--- src/rtl/ccx_mem_arbiter.sv ---
// ccx_mem_arbiter: two-requestor arbiter between the instruction fetch (imem)
// and data access (dmem) requestors and the core memory bus responder (mem).
// The owner is locked until its gnt, and the response is routed to the owner only.
// Optional feature macro: CCX_ARB_RR_EN selects round-robin arbitration.
// When the macro is undefined, arbitration is fixed priority (dmem wins), with
// an imem anti-starvation override after STARVE_MAX consecutive losses.
module ccx_mem_arbiter #(
    parameter int unsigned STARVE_MAX = 4
) (
    input  logic        g_clk,
    input  logic        g_resetn,

    input  logic        imem_req,
    input  logic        imem_rtype,
    input  logic        imem_prv,
    input  logic [38:0] imem_addr,
    input  logic        imem_wen,
    input  logic [7:0]  imem_strb,
    input  logic [63:0] imem_wdata,
    output logic        imem_gnt,
    output logic        imem_err,
    output logic [63:0] imem_rdata,

    input  logic        dmem_req,
    input  logic        dmem_rtype,
    input  logic        dmem_prv,
    input  logic [38:0] dmem_addr,
    input  logic        dmem_wen,
    input  logic [7:0]  dmem_strb,
    input  logic [63:0] dmem_wdata,
    output logic        dmem_gnt,
    output logic        dmem_err,
    output logic [63:0] dmem_rdata,

    output logic        mem_req,
    output logic        mem_rtype,
    output logic        mem_prv,
    output logic [38:0] mem_addr,
    output logic        mem_wen,
    output logic [7:0]  mem_strb,
    output logic [63:0] mem_wdata,
    input  logic        mem_gnt,
    input  logic        mem_err,
    input  logic [63:0] mem_rdata
);

    typedef enum logic [1:0] {
        IDLE  = 2'd0,
        OWN_I = 2'd1,
        OWN_D = 2'd2
    } state_t;

    state_t state, state_nxt;
    logic   sel_i, sel_d;
    logic   contested;
    logic   prefer_i;

    // Requestor rtype is overridden by the arbiter; the inputs are kept for bus compatibility.
    logic   unused_rtype;
    assign unused_rtype = imem_rtype ^ dmem_rtype;

    assign contested = imem_req & dmem_req;

`ifdef CCX_ARB_RR_EN
    // rr_ptr: 1 = dmem preferred, 0 = imem preferred.
    logic rr_ptr, rr_ptr_nxt;
    logic rr_contested, rr_contested_nxt;

    assign prefer_i = ~rr_ptr;
`else
    localparam logic [3:0] STARVE_LIM = 4'(STARVE_MAX);
    logic [3:0] starve_cnt, starve_cnt_nxt;

    assign prefer_i = (starve_cnt == STARVE_LIM);
`endif

    // State register for ownership.
    always_ff @(posedge g_clk or negedge g_resetn) begin
        if (!g_resetn) begin
            state <= IDLE;
        end else begin
            state <= state_nxt;
        end
    end

    // Arbitration and ownership next-state; selection is forced off during reset.
    always_comb begin
        sel_i     = 1'b0;
        sel_d     = 1'b0;
        state_nxt = state;
        case (state)
            IDLE: begin
                sel_i = imem_req & (~dmem_req | prefer_i);
                sel_d = dmem_req & ~sel_i;
                if ((sel_i | sel_d) && !mem_gnt) begin
                    state_nxt = sel_i ? OWN_I : OWN_D;
                end
            end
            OWN_I: begin
                sel_i = imem_req;
                if (mem_gnt || !imem_req) begin
                    state_nxt = IDLE;
                end
            end
            OWN_D: begin
                sel_d = dmem_req;
                if (mem_gnt || !dmem_req) begin
                    state_nxt = IDLE;
                end
            end
            default: state_nxt = IDLE;
        endcase
        if (!g_resetn) begin
            sel_i = 1'b0;
            sel_d = 1'b0;
        end
    end

`ifdef CCX_ARB_RR_EN
    // Round-robin pointer and contested-ownership flag registers.
    always_ff @(posedge g_clk or negedge g_resetn) begin
        if (!g_resetn) begin
            rr_ptr       <= 1'b1;
            rr_contested <= 1'b0;
        end else begin
            rr_ptr       <= rr_ptr_nxt;
            rr_contested <= rr_contested_nxt;
        end
    end

    // Flip preference to the loser once a contested transaction completes.
    always_comb begin
        rr_ptr_nxt       = rr_ptr;
        rr_contested_nxt = rr_contested;
        if (state == IDLE) begin
            rr_contested_nxt = contested;
            if (contested && mem_gnt) begin
                rr_ptr_nxt = sel_i;
            end
        end else if ((sel_i | sel_d) && mem_gnt && rr_contested) begin
            rr_ptr_nxt = sel_i;
        end
    end
`else
    // Starvation counter register.
    always_ff @(posedge g_clk or negedge g_resetn) begin
        if (!g_resetn) begin
            starve_cnt <= '0;
        end else begin
            starve_cnt <= starve_cnt_nxt;
        end
    end

    // Count contested dmem wins (saturating); any imem win clears the count.
    always_comb begin
        starve_cnt_nxt = starve_cnt;
        if (state == IDLE) begin
            if (sel_i) begin
                starve_cnt_nxt = '0;
            end else if (sel_d && contested && (starve_cnt != STARVE_LIM)) begin
                starve_cnt_nxt = starve_cnt + 4'd1;
            end
        end
    end
`endif

    // Request mux toward mem and response routing back to the owner only.
    always_comb begin
        mem_req    = sel_i | sel_d;
        mem_rtype  = sel_d;
        mem_prv    = 1'b0;
        mem_addr   = '0;
        mem_wen    = 1'b0;
        mem_strb   = '0;
        mem_wdata  = '0;
        imem_gnt   = 1'b0;
        imem_err   = 1'b0;
        imem_rdata = '0;
        dmem_gnt   = 1'b0;
        dmem_err   = 1'b0;
        dmem_rdata = '0;
        if (sel_i) begin
            mem_prv    = imem_prv;
            mem_addr   = imem_addr;
            mem_wen    = imem_wen;
            mem_strb   = imem_strb;
            mem_wdata  = imem_wdata;
            imem_gnt   = mem_gnt;
            imem_err   = mem_err;
            imem_rdata = mem_rdata;
        end else if (sel_d) begin
            mem_prv    = dmem_prv;
            mem_addr   = dmem_addr;
            mem_wen    = dmem_wen;
            mem_strb   = dmem_strb;
            mem_wdata  = dmem_wdata;
            dmem_gnt   = mem_gnt;
            dmem_err   = mem_err;
            dmem_rdata = mem_rdata;
        end
    end

endmodule

--- config.mk ---
export PLATFORM = sky130hd
export DESIGN_NAME = ccx_mem_arbiter
export DESIGN_NICKNAME = d
export VERILOG_FILES = /design/src/rtl/ccx_mem_arbiter.sv
export SDC_FILE = /design/constraint.sdc
export NUM_CORES = 1
export LEC_CHECK = 0
export ABC_AREA = 1
export BUFFER_PORTS_ARGS = -buffer_cell sky130_fd_sc_hd__buf_2
export CAP_MARGIN = 20
export CORE_AREA = 2 2 212 214
export CTS_CLUSTER_SIZE = 14
export DETAILED_ROUTE_END_ITERATION = 6
export DIE_AREA = 0 0 214 216
export GPL_ROUTABILITY_DRIVEN = 0
export GPL_TIMING_DRIVEN = 0
export PLACE_DENSITY = 0.41
export SETUP_SLACK_MARGIN = 0.05
export SLEW_MARGIN = 10
export SYNTH_ARGS = -nofsm -noshare
export SYNTH_HDL_FRONTEND = slang
export SYNTH_SLANG_ARGS = --single-unit
--- constraint.sdc ---
create_clock -name g_clk -period 1.5 [get_ports g_clk]
set_input_delay 0.15 -clock g_clk [delete_from_list [all_inputs] [get_ports g_clk]]
set_output_delay 0.15 -clock g_clk [all_outputs]
set_load 0.01 [all_outputs]
# After elaboration in Yosys (flattened, before gate mapping)
# Index checks and enable logic that the tools add are counted.
[totals]
reg_bits = 6
romBits = 0
out_inout_bits = 247
in_bits = 298
latchBits = 0
memories = 0
mem_bits_rw = 0
[op_classes]
n_shift = 0
add_sub_neg = 1
n_reduce_logical = 12
mux = 30
div_mod_pow = 0
eq_ne = 7
magnitude_cmp = 0
bitwise_logic = 8
multipliers = 0
[ops]
columns = ["op", "n"]
rows = [
  ["two-way mux 64 bit", 5],
  ["two-way mux 39 bit", 2],
  ["two-way mux 8 bit", 2],
  ["two-way mux 1 bit", 12],
  ["two-way mux 2 bit", 4],
  ["two-way mux 4 bit", 2],
  ["inequality test 2 bit, second input constant", 3],
  ["one-hot mux 2 bit (3 select lines)", 1],
  ["adder 4 x 1 -> 4 bit, second input constant", 1],
  ["equality test 4 x 3 -> 1 bit, second input constant", 1],
  ["inequality test 4 x 3 -> 1 bit, second input constant", 1],
  ["one-hot mux 1 bit (2 select lines)", 2],
  ["bitwise AND 1 bit", 3],
  ["logical AND 1 bit", 3],
  ["logical NOT 1 bit", 3],
  ["OR 1 bit", 3],
  ["AND reduction 3 bit", 1],
  ["equality test 2 x 1 -> 1 bit, second input constant", 1],
  ["equality test 2 bit, second input constant", 1],
  ["logical NOT 2 bit", 1],
  ["logical OR 1 bit", 2],
  ["inverter 1 bit", 2],
  ["AND reduction 2 bit", 1],
  ["nonzero test 2 bit", 1],
]

# Longest topological paths before layout
# Gate-level depths: netlist of the first run.
[depth]
word_depth = 11
depth_mapped = 13

# Worst setup path before layout of the first run
# OpenSTA, ideal clock, no wires.
[synth_timing]
path_type = "flip-flop to output port"
from = "register starve_cnt[0]"
to = "output port imem_rdata[28]"
n_path_buf = 2
t_arrival_ns = 1.496
t_required_ns = 1.350
setup_slack_ns = -0.146
stages_incl_launch_ff = 11
path_cell_list = "dfrtp_1 > inv_1 > ha_1 > nand3_1 > nand2_1 > nand3_1 > nand2_2 > nand2_2 > buf_4 > buf_6 > nor2_1"
[synth_between]
elab_chain_len = 6
[synth_lines]
columns = ["item", "line_no", "source"]
rows = [
  ["from (decl)", "72", "logic [3:0] starve_cnt, starve_cnt_nxt;"],
  ["from (signal assigned)", "150", "starve_cnt <= starve_cnt_nxt;"],
  ["equality test 4 x 3 -> 1 bit", "74", "assign prefer_i = (starve_cnt == STARVE_LIM);"],
  ["OR 1 bit", "93", "sel_i = imem_req & (~dmem_req | prefer_i);"],
  ["bitwise AND 1 bit", "93", ""],
  ["one-hot mux 1 bit (2 select lines)", "91", "case (state)"],
  ["two-way mux 1 bit", "113", "if (!g_resetn) begin"],
  ["two-way mux 64 bit", "182", "if (sel_i) begin"],
  ["to (decl)", "22", "output logic [63:0] imem_rdata,"],
]
# Every way passes these cells.

# Worst setup path in the final report of the first run
[layout_timing]
from = "register starve_cnt[0]"
to = "output port mem_wdata[57]"
[layout_between]
elab_chain_len = 9
[layout_lines]
columns = ["item", "line_no", "source"]
rows = [
  ["equality test 4 x 3 -> 1 bit *", "74", ""],
  ["OR 1 bit *", "93", ""],
  ["bitwise AND 1 bit *", "93", ""],
  ["inverter 1 bit", "94", "sel_d = dmem_req & ~sel_i;"],
  ["bitwise AND 1 bit", "94", ""],
  ["one-hot mux 1 bit (2 select lines)", "91", ""],
  ["two-way mux 1 bit", "113", ""],
  ["two-way mux 64 bit", "191", "end else if (sel_d) begin"],
  ["two-way mux 64 bit *", "182", ""],
  ["to (decl)", "41", "output logic [63:0] mem_wdata,"],
]
# Every way passes the cells marked *; elsewhere a longest branch is shown, timed or not.

==> impl_metrics.toml, run 1 <==
[run_status]
status = "complete, but fails checks"
failed_checks = "setup timing"

[finish]
register_area_um2 = 150.1
synthToLayoutAreaGrowth_pct = 221.6
diodes = 0
drive_gt1_share_pct = 72.11
instances_no_fill = 1829
multiInputGateArea_um2 = 3376
fillCellCount = 4867
fin_nets = 1539

[yosys]
synthesis.area_um2 = 2967
yosysMostFrequentCell = "nand2_1"
synthTopCellsByCount = "nand2_1 (241), nand3_1 (119), nor2_1 (102)"
synth_top_area_share_pct = 30.49
synth_edf_count = 0
ys_types = 22
ys_ff_latch = 6
yosysSeqAreaShare_pct = 5.061
syn-num-nets = 942
postSynthCellCount = 642
synth_top_area_cell = "nand2_1"
synth.avg_cell_area_um2 = 4.621
synth_warnings = 0
synth_top_flop_cell = "dfrtp_1"
netlist_top_cells_area = "nand2_1 (30%), nand3_1 (20%), nor2_1 (13%)"
async_reset_ff_share_pct = 100.0

[run]
cap_violations = 0

[grt]
antenna_found_initial = 2
first_global_vias = 6684
grt_usage_pct = 12.08
grt_overflow = 0
grt_pass1_wl_mm = 41.34
grt_max_degree = 11

[placed_design]
place_inst = 1776
dp_hpwl_mm = 24.75
io_buffers = 542

[timing]
setup_viol_count_final = 252
setup_tns_ns = -144.74
fmax_mhz = 463.5
hold_violations = 0
setup_slack_ns = -0.6576
finalMaxSlewViolations = 0
relSlewSlack_pct = 60.87
worst_pin_slew_ns = 0.5869
fin_crit_sh_pct = 143.8
rsz0062_at_grt = "true"
fin_skew_ns = 0.0009291
fin_crit_ns = 2.158

[worst_setup_path]
cp-end-kind = "output port"
cpMostUsedCell = "nand2_2"
ff2ff_setup_slack_ns = -0.66
start_kind = "flip-flop"
arrival_ns = 2.01
required_ns = 1.35
worst-setup-path-type = "reg -> out"
regToRegEndpoint = "state[1]$_DFFE_PN0P_"
r2r_start = "starve_cnt[0]$_DFFE_PN0P_"
reg2reg_depth = 17
critical_path.cell_chain = "inv_2 > ha_4 > nand3_2 > nand2_2 > nand2_2 > nand2_2 > nand2_4 > nand2_8 > buf_12 > inv_16 > buf_8 > nand2_2 > nand2_4 > buf_6"
crit_start = "starve_cnt[0]$_DFFE_PN0P_"
cp_slowest_cell = "dfrtp_1"
crit_fanout = 9
crit_path_end = "mem_wdata[57]"
max_stage_delay_ns = 0.37

[cts]
cts.sinks = 6
cts_tree = "done"
cts.clk_slew.worst_paths_ns = 0.03
cts_inserted_buffers = 3
h-tree-depth = 1
worstSkewPairLatency_ns = 0.23
cts_buffer_depth = 2
cts_root_buffer = "clkbuf_16"

[routing]
vias = 6597
drtAntennaViolNets = 0
dr.pass1.iters = 4
wl_mm = 30.67
first_iter_violations = 178
post_drt_via_cell_ratio = 3.607
routedWlPerCell_um = 16.77
drc = 0

[die]
row_count = 77
coreArea_um2 = 43840
die-area_um2 = 46220
io_pins = 545
die_h_um = 216
fp.dieW_um = 214
initial_utilization_pct = 6.768

[hold_path]
hold_path_class = "in -> reg"

[power_and_ir_drop]
power_leakage_nw = 5.322
ir_worst_vdd_uv = 442.2
power-per-cell-area_nw_per_um2 = 923.9
kinds of logic after synthesis:
family	synth area share (%)
simple gates	72.33
buf+inv	20.20
flops	5.061
compound gates	0.9701
xor+xnor	0.5906
fa+ha+maj	0.8434
placed cells by master (no fill, tap or decap), types with 2 or more instances in the layout:
cell type	instances
nor2_4	61
buf_6	132
inv_2	3
nor2_1	34
clkbuf_16	10
buf_12	18
nand2_1	125
nand2_4	28
o21ai_0	3
clkbuf_2	2
buf_8	17
nand4_1	4
clkbuf_1	9
xor2_1	2
inv_1	69
nand2_2	89
nand2_8	3
nand3_2	24
buf_16	9
dfrtp_1	6
nand3_4	6
nand3_1	89
buf_2	429
nor2_2	38
buf_4	15
worst min path at each step:
stage | startpoint | end | slack (ns) | cells past startpoint
after floorplan | g_resetn | starve_cnt[0]$_DFFE_PN0P_ | -0.15 | 0
after global placement | g_resetn | starve_cnt[2]$_DFFE_PN0P_ | -0.02 | 1
after detailed placement | g_resetn | starve_cnt[2]$_DFFE_PN0P_ | -0.02 | 1
after CTS | imem_req | state[0]$_DFFE_PN0P_ | 0.33 | 3
after global routing | g_resetn | starve_cnt[2]$_DFFE_PN0P_ | 0.36 | 2
final | imem_req | state[0]$_DFFE_PN0P_ | 0.33 | 3
registers in the layout (all words and copies together) (netlist names):
name	cells
state	2
starve_cnt	4
what timing repair did:
action                                  4_1_cts  5_1_grt
endpoints found under the setup margin      251      253
pin swaps                                    22       42
gates resized for setup                     331      140
hold buffers                                  1        0
gates cloned                                 12        7
endpoints found under the hold margin         6        0
buffers inserted                             31        6
report_power, final:
part / switching, mW / internal, mW
Combinational: 4.14 / 3.96
Clock: 0.0884 / 0.342
Sequential: 0.0683 / 0.219
Total: 4.30 / 4.52
routing by layer:
| metal | up-vias | GRT usage (%) | part of all wire (%) |
|---|---|---|---|
| met2 | 421 | 25.00 | 55 |
| met5 | - | 0 | 0 |
| met3 | 59 | 1.607 | 5.6 |
| met4 | 0 | 5.408 | 5.3 |
| met1 | 2975 | 11.65 | 34 |
| li1 | 3142 | - | - |
area by class of cell:
class	instances	share of cell area, %
inverter	73	3.003
clock buffer	3	0.7869
multi-input combinational	512	35.38
buffer	48	6.807
tap	592	7.764
timing repair buffer	594	44.47
sequential	6	1.574
timing repair inverter	1	0.2098
stage by stage:
step	hold slack (ns)	instance area, µm²	power [mW]	setup slack (ns)	util [%]
after detailed placement	-0.01554	6890	5.268	-1.014	15.72
after CTS	0.3253	8856	8.188	-0.6412	20.20
after floorplan	-0.1456	3437	2.965	-0.1082	-
after global routing	0.3640	9540	9.344	-0.7518	21.76
after global placement	-0.01551	6890	5.273	-1.010	15.72
final	0.3302	9540	8.814	-0.6576	21.76
critical path, delay by kind of cell (launching register included):
kind	cells	cell delay (ns)
simple gates	8	0.64
flops	1	0.37
buf+inv	5	0.59
fa+ha+maj	1	0.16
Power figures use the tool's default switching activity.
==> run 2: changes to the inputs <==
--- a/config.mk
+++ b/config.mk
@@ -14,7 +14,8 @@
 export DIE_AREA = 0 0 214 216
 export GPL_ROUTABILITY_DRIVEN = 0
 export GPL_TIMING_DRIVEN = 0
-export PLACE_DENSITY = 0.41
+export PLACE_DENSITY = 0.36
+export REMOVE_ABC_BUFFERS = 1
 export SETUP_SLACK_MARGIN = 0.05
 export SLEW_MARGIN = 10
 export SYNTH_ARGS = -nofsm -noshare
==> impl_metrics.toml, run 2 (same netlist as run 1, synthesis figures left out) <==
[timing]
fmax_mhz = 467.5
setup_viol_count_final = 251
fin_crit_ns = 2.139
hold_violations = 0
relSlewSlack_pct = 71.12
setup_slack_ns = -0.6391
rsz0062_at_grt = "true"
worst_pin_slew_ns = 0.4333
setup_tns_ns = -134.90
fin_crit_sh_pct = 142.6
fin_skew_ns = 0.0009718
finalMaxSlewViolations = 0

[routing]
drc = 0
routedWlPerCell_um = 16.62
drtAntennaViolNets = 0
wl_mm = 29.94
dr.pass1.iters = 5
post_drt_via_cell_ratio = 3.588
first_iter_violations = 310
vias = 6462

[die]
fp.dieW_um = 214
coreArea_um2 = 43840
die-area_um2 = 46220
row_count = 77
io_pins = 545
initial_utilization_pct = 6.768
die_h_um = 216

[worst_setup_path]
cp_slowest_cell = "dfrtp_1"
cpMostUsedCell = "nand3_4"
worst-setup-path-type = "reg -> out"
critical_path.cell_chain = "inv_2 > ha_4 > nand3_4 > nand2_4 > nand3_4 > nand2_8 > buf_6 > buf_12 > clkbuf_16 > nand3_1 > nand2_1 > buf_2"
arrival_ns = 1.99
required_ns = 1.35
start_kind = "flip-flop"
cp-end-kind = "output port"
crit_fanout = 8
max_stage_delay_ns = 0.39

[finish]
drive_gt1_share_pct = 69.04
final_common_cell = "buf_2"
regMostFlops = "starve_cnt"
fin_util_pct = 20.99
largest_reg_flops = 4
fin_nets = 1510
layout_top_registers = "starve_cnt x4, state x2"
final_cell_mix = "buf_2 (457), nand2_1 (109), nand3_1 (98), buf_6 (88), nor2_1 (78)"
synthToLayoutAreaGrowth_pct = 210.2

[cts]
h-tree-depth = 1
cts_tree = "done"
cts_inserted_buffers = 3
cts.sinks = 6
worstSkewPairLatency_ns = 0.23
cts_root_buffer = "clkbuf_16"
cts_buffer_depth = 2
cts.clk_slew.worst_paths_ns = 0.03

[grt]
first_global_vias = 6038
grt_usage_pct = 11.11
grt_max_degree = 81
grt_overflow = 0
antenna_found_initial = 2
grt_pass1_wl_mm = 38.70

[run_status]
status = "complete, but fails checks"
failed_checks = "setup timing"

[placed_design]
dp_hpwl_mm = 17.18
dp_slack_ns = -1.558
io_buffers = 542

[power_and_ir_drop]
power-per-cell-area_nw_per_um2 = 962.7
power_leakage_nw = 5.453
ir_worst_vdd_uv = 396.2

[hold_path]
hold_path_class = "in -> reg"

[run]
cap_violations = 0
[run 2: report_power, final]
| group | leakage, nW | internal [mW] | total (mW) | switching [mW] |
|---|---|---|---|---|
| sequential | 0.0797 | 0.219 | 0.295 | 0.0756 |
| clock | 0.0370 | 0.341 | 0.425 | 0.0832 |
| combinational | 5.34 | 3.73 | 8.14 | 4.41 |
[run 2: final cells by class]
| type | instances | area [µm²] |
|---|---|---|
| Fill cell | 4988 | 34630 |
| Clock buffer | 3 | 75.07 |
| Inverter | 73 | 290.3 |
| Tap cell | 592 | 740.7 |
| Antenna cell | 1 | 2.502 |
| Timing Repair Buffer | 608 | 4527 |
| Multi-Input combinational cell | 517 | 3400 |
| Sequential cell | 6 | 150.1 |
| Timing Repair inverter | 1 | 16.27 |
[run 2: worst paths after layout]
kind	end	cells past startpoint	slack, ns	startpoint
hold / removal	state[0]$_DFFE_PN0P_	4	0.46	imem_req
max in group asynchronous	starve_cnt[3]$_DFFE_PN0P_	2	0.52	g_resetn
setup / recovery	mem_addr[38]	12	-0.64	starve_cnt[1]$_DFFE_PN0P_
hold reg to reg	starve_cnt[3]$_DFFE_PN0P_	2	0.53	starve_cnt[3]$_DFFE_PN0P_
setup reg to reg	starve_cnt[1]$_DFFE_PN0P_	13	-0.44	starve_cnt[1]$_DFFE_PN0P_
min in group asynchronous	starve_cnt[1]$_DFFE_PN0P_	2	0.72	g_resetn
[run 2: metrics by stage]
stage	total power [mW]	cells	hold WS, ns	cell area, µm²
floorplan	2.314	591	-0.1456	2644
detailed placement	4.412	1729	0.09539	6228
finish	8.858	1801	0.4607	9201
CTS	7.666	1788	0.3983	7994
global route	9.354	1801	0.4959	9201
global placement	4.383	1725	0.5140	6097
[run 2: timing repair]
action | in CTS | in global routing
hold buffers | 1 | 0
setup buffers | 28 | 3
pin swaps | 17 | 27
gates cloned | 27 | 12
resized for setup | 204 | 221
endpoints found under the hold margin | 6 | 0
setup endpoints to repair | 251 | 253
[run 2: worst max-delay path, delay by kind of cell (launching register included)]
family                     cells  cell delay, ns
and+or+nand+nor                6            0.54
adders and majority gates      1            0.14
buffers and inverters          5            0.66
DFF                            1            0.39
[run 2: routing by layer]
metal / routed length [µm] / global-route usage, % / part of all wire [%] / up-vias
li1: - / - / - / 3107
met1: 13280 / 15.14 / 44 / 3013
met2: 14630 / 19.40 / 49 / 327
met3: 1743 / 1.212 / 5.8 / 15
met4: 281 / 1.049 / 0.94 / 0
met5: 0 / 0 / 0 / -
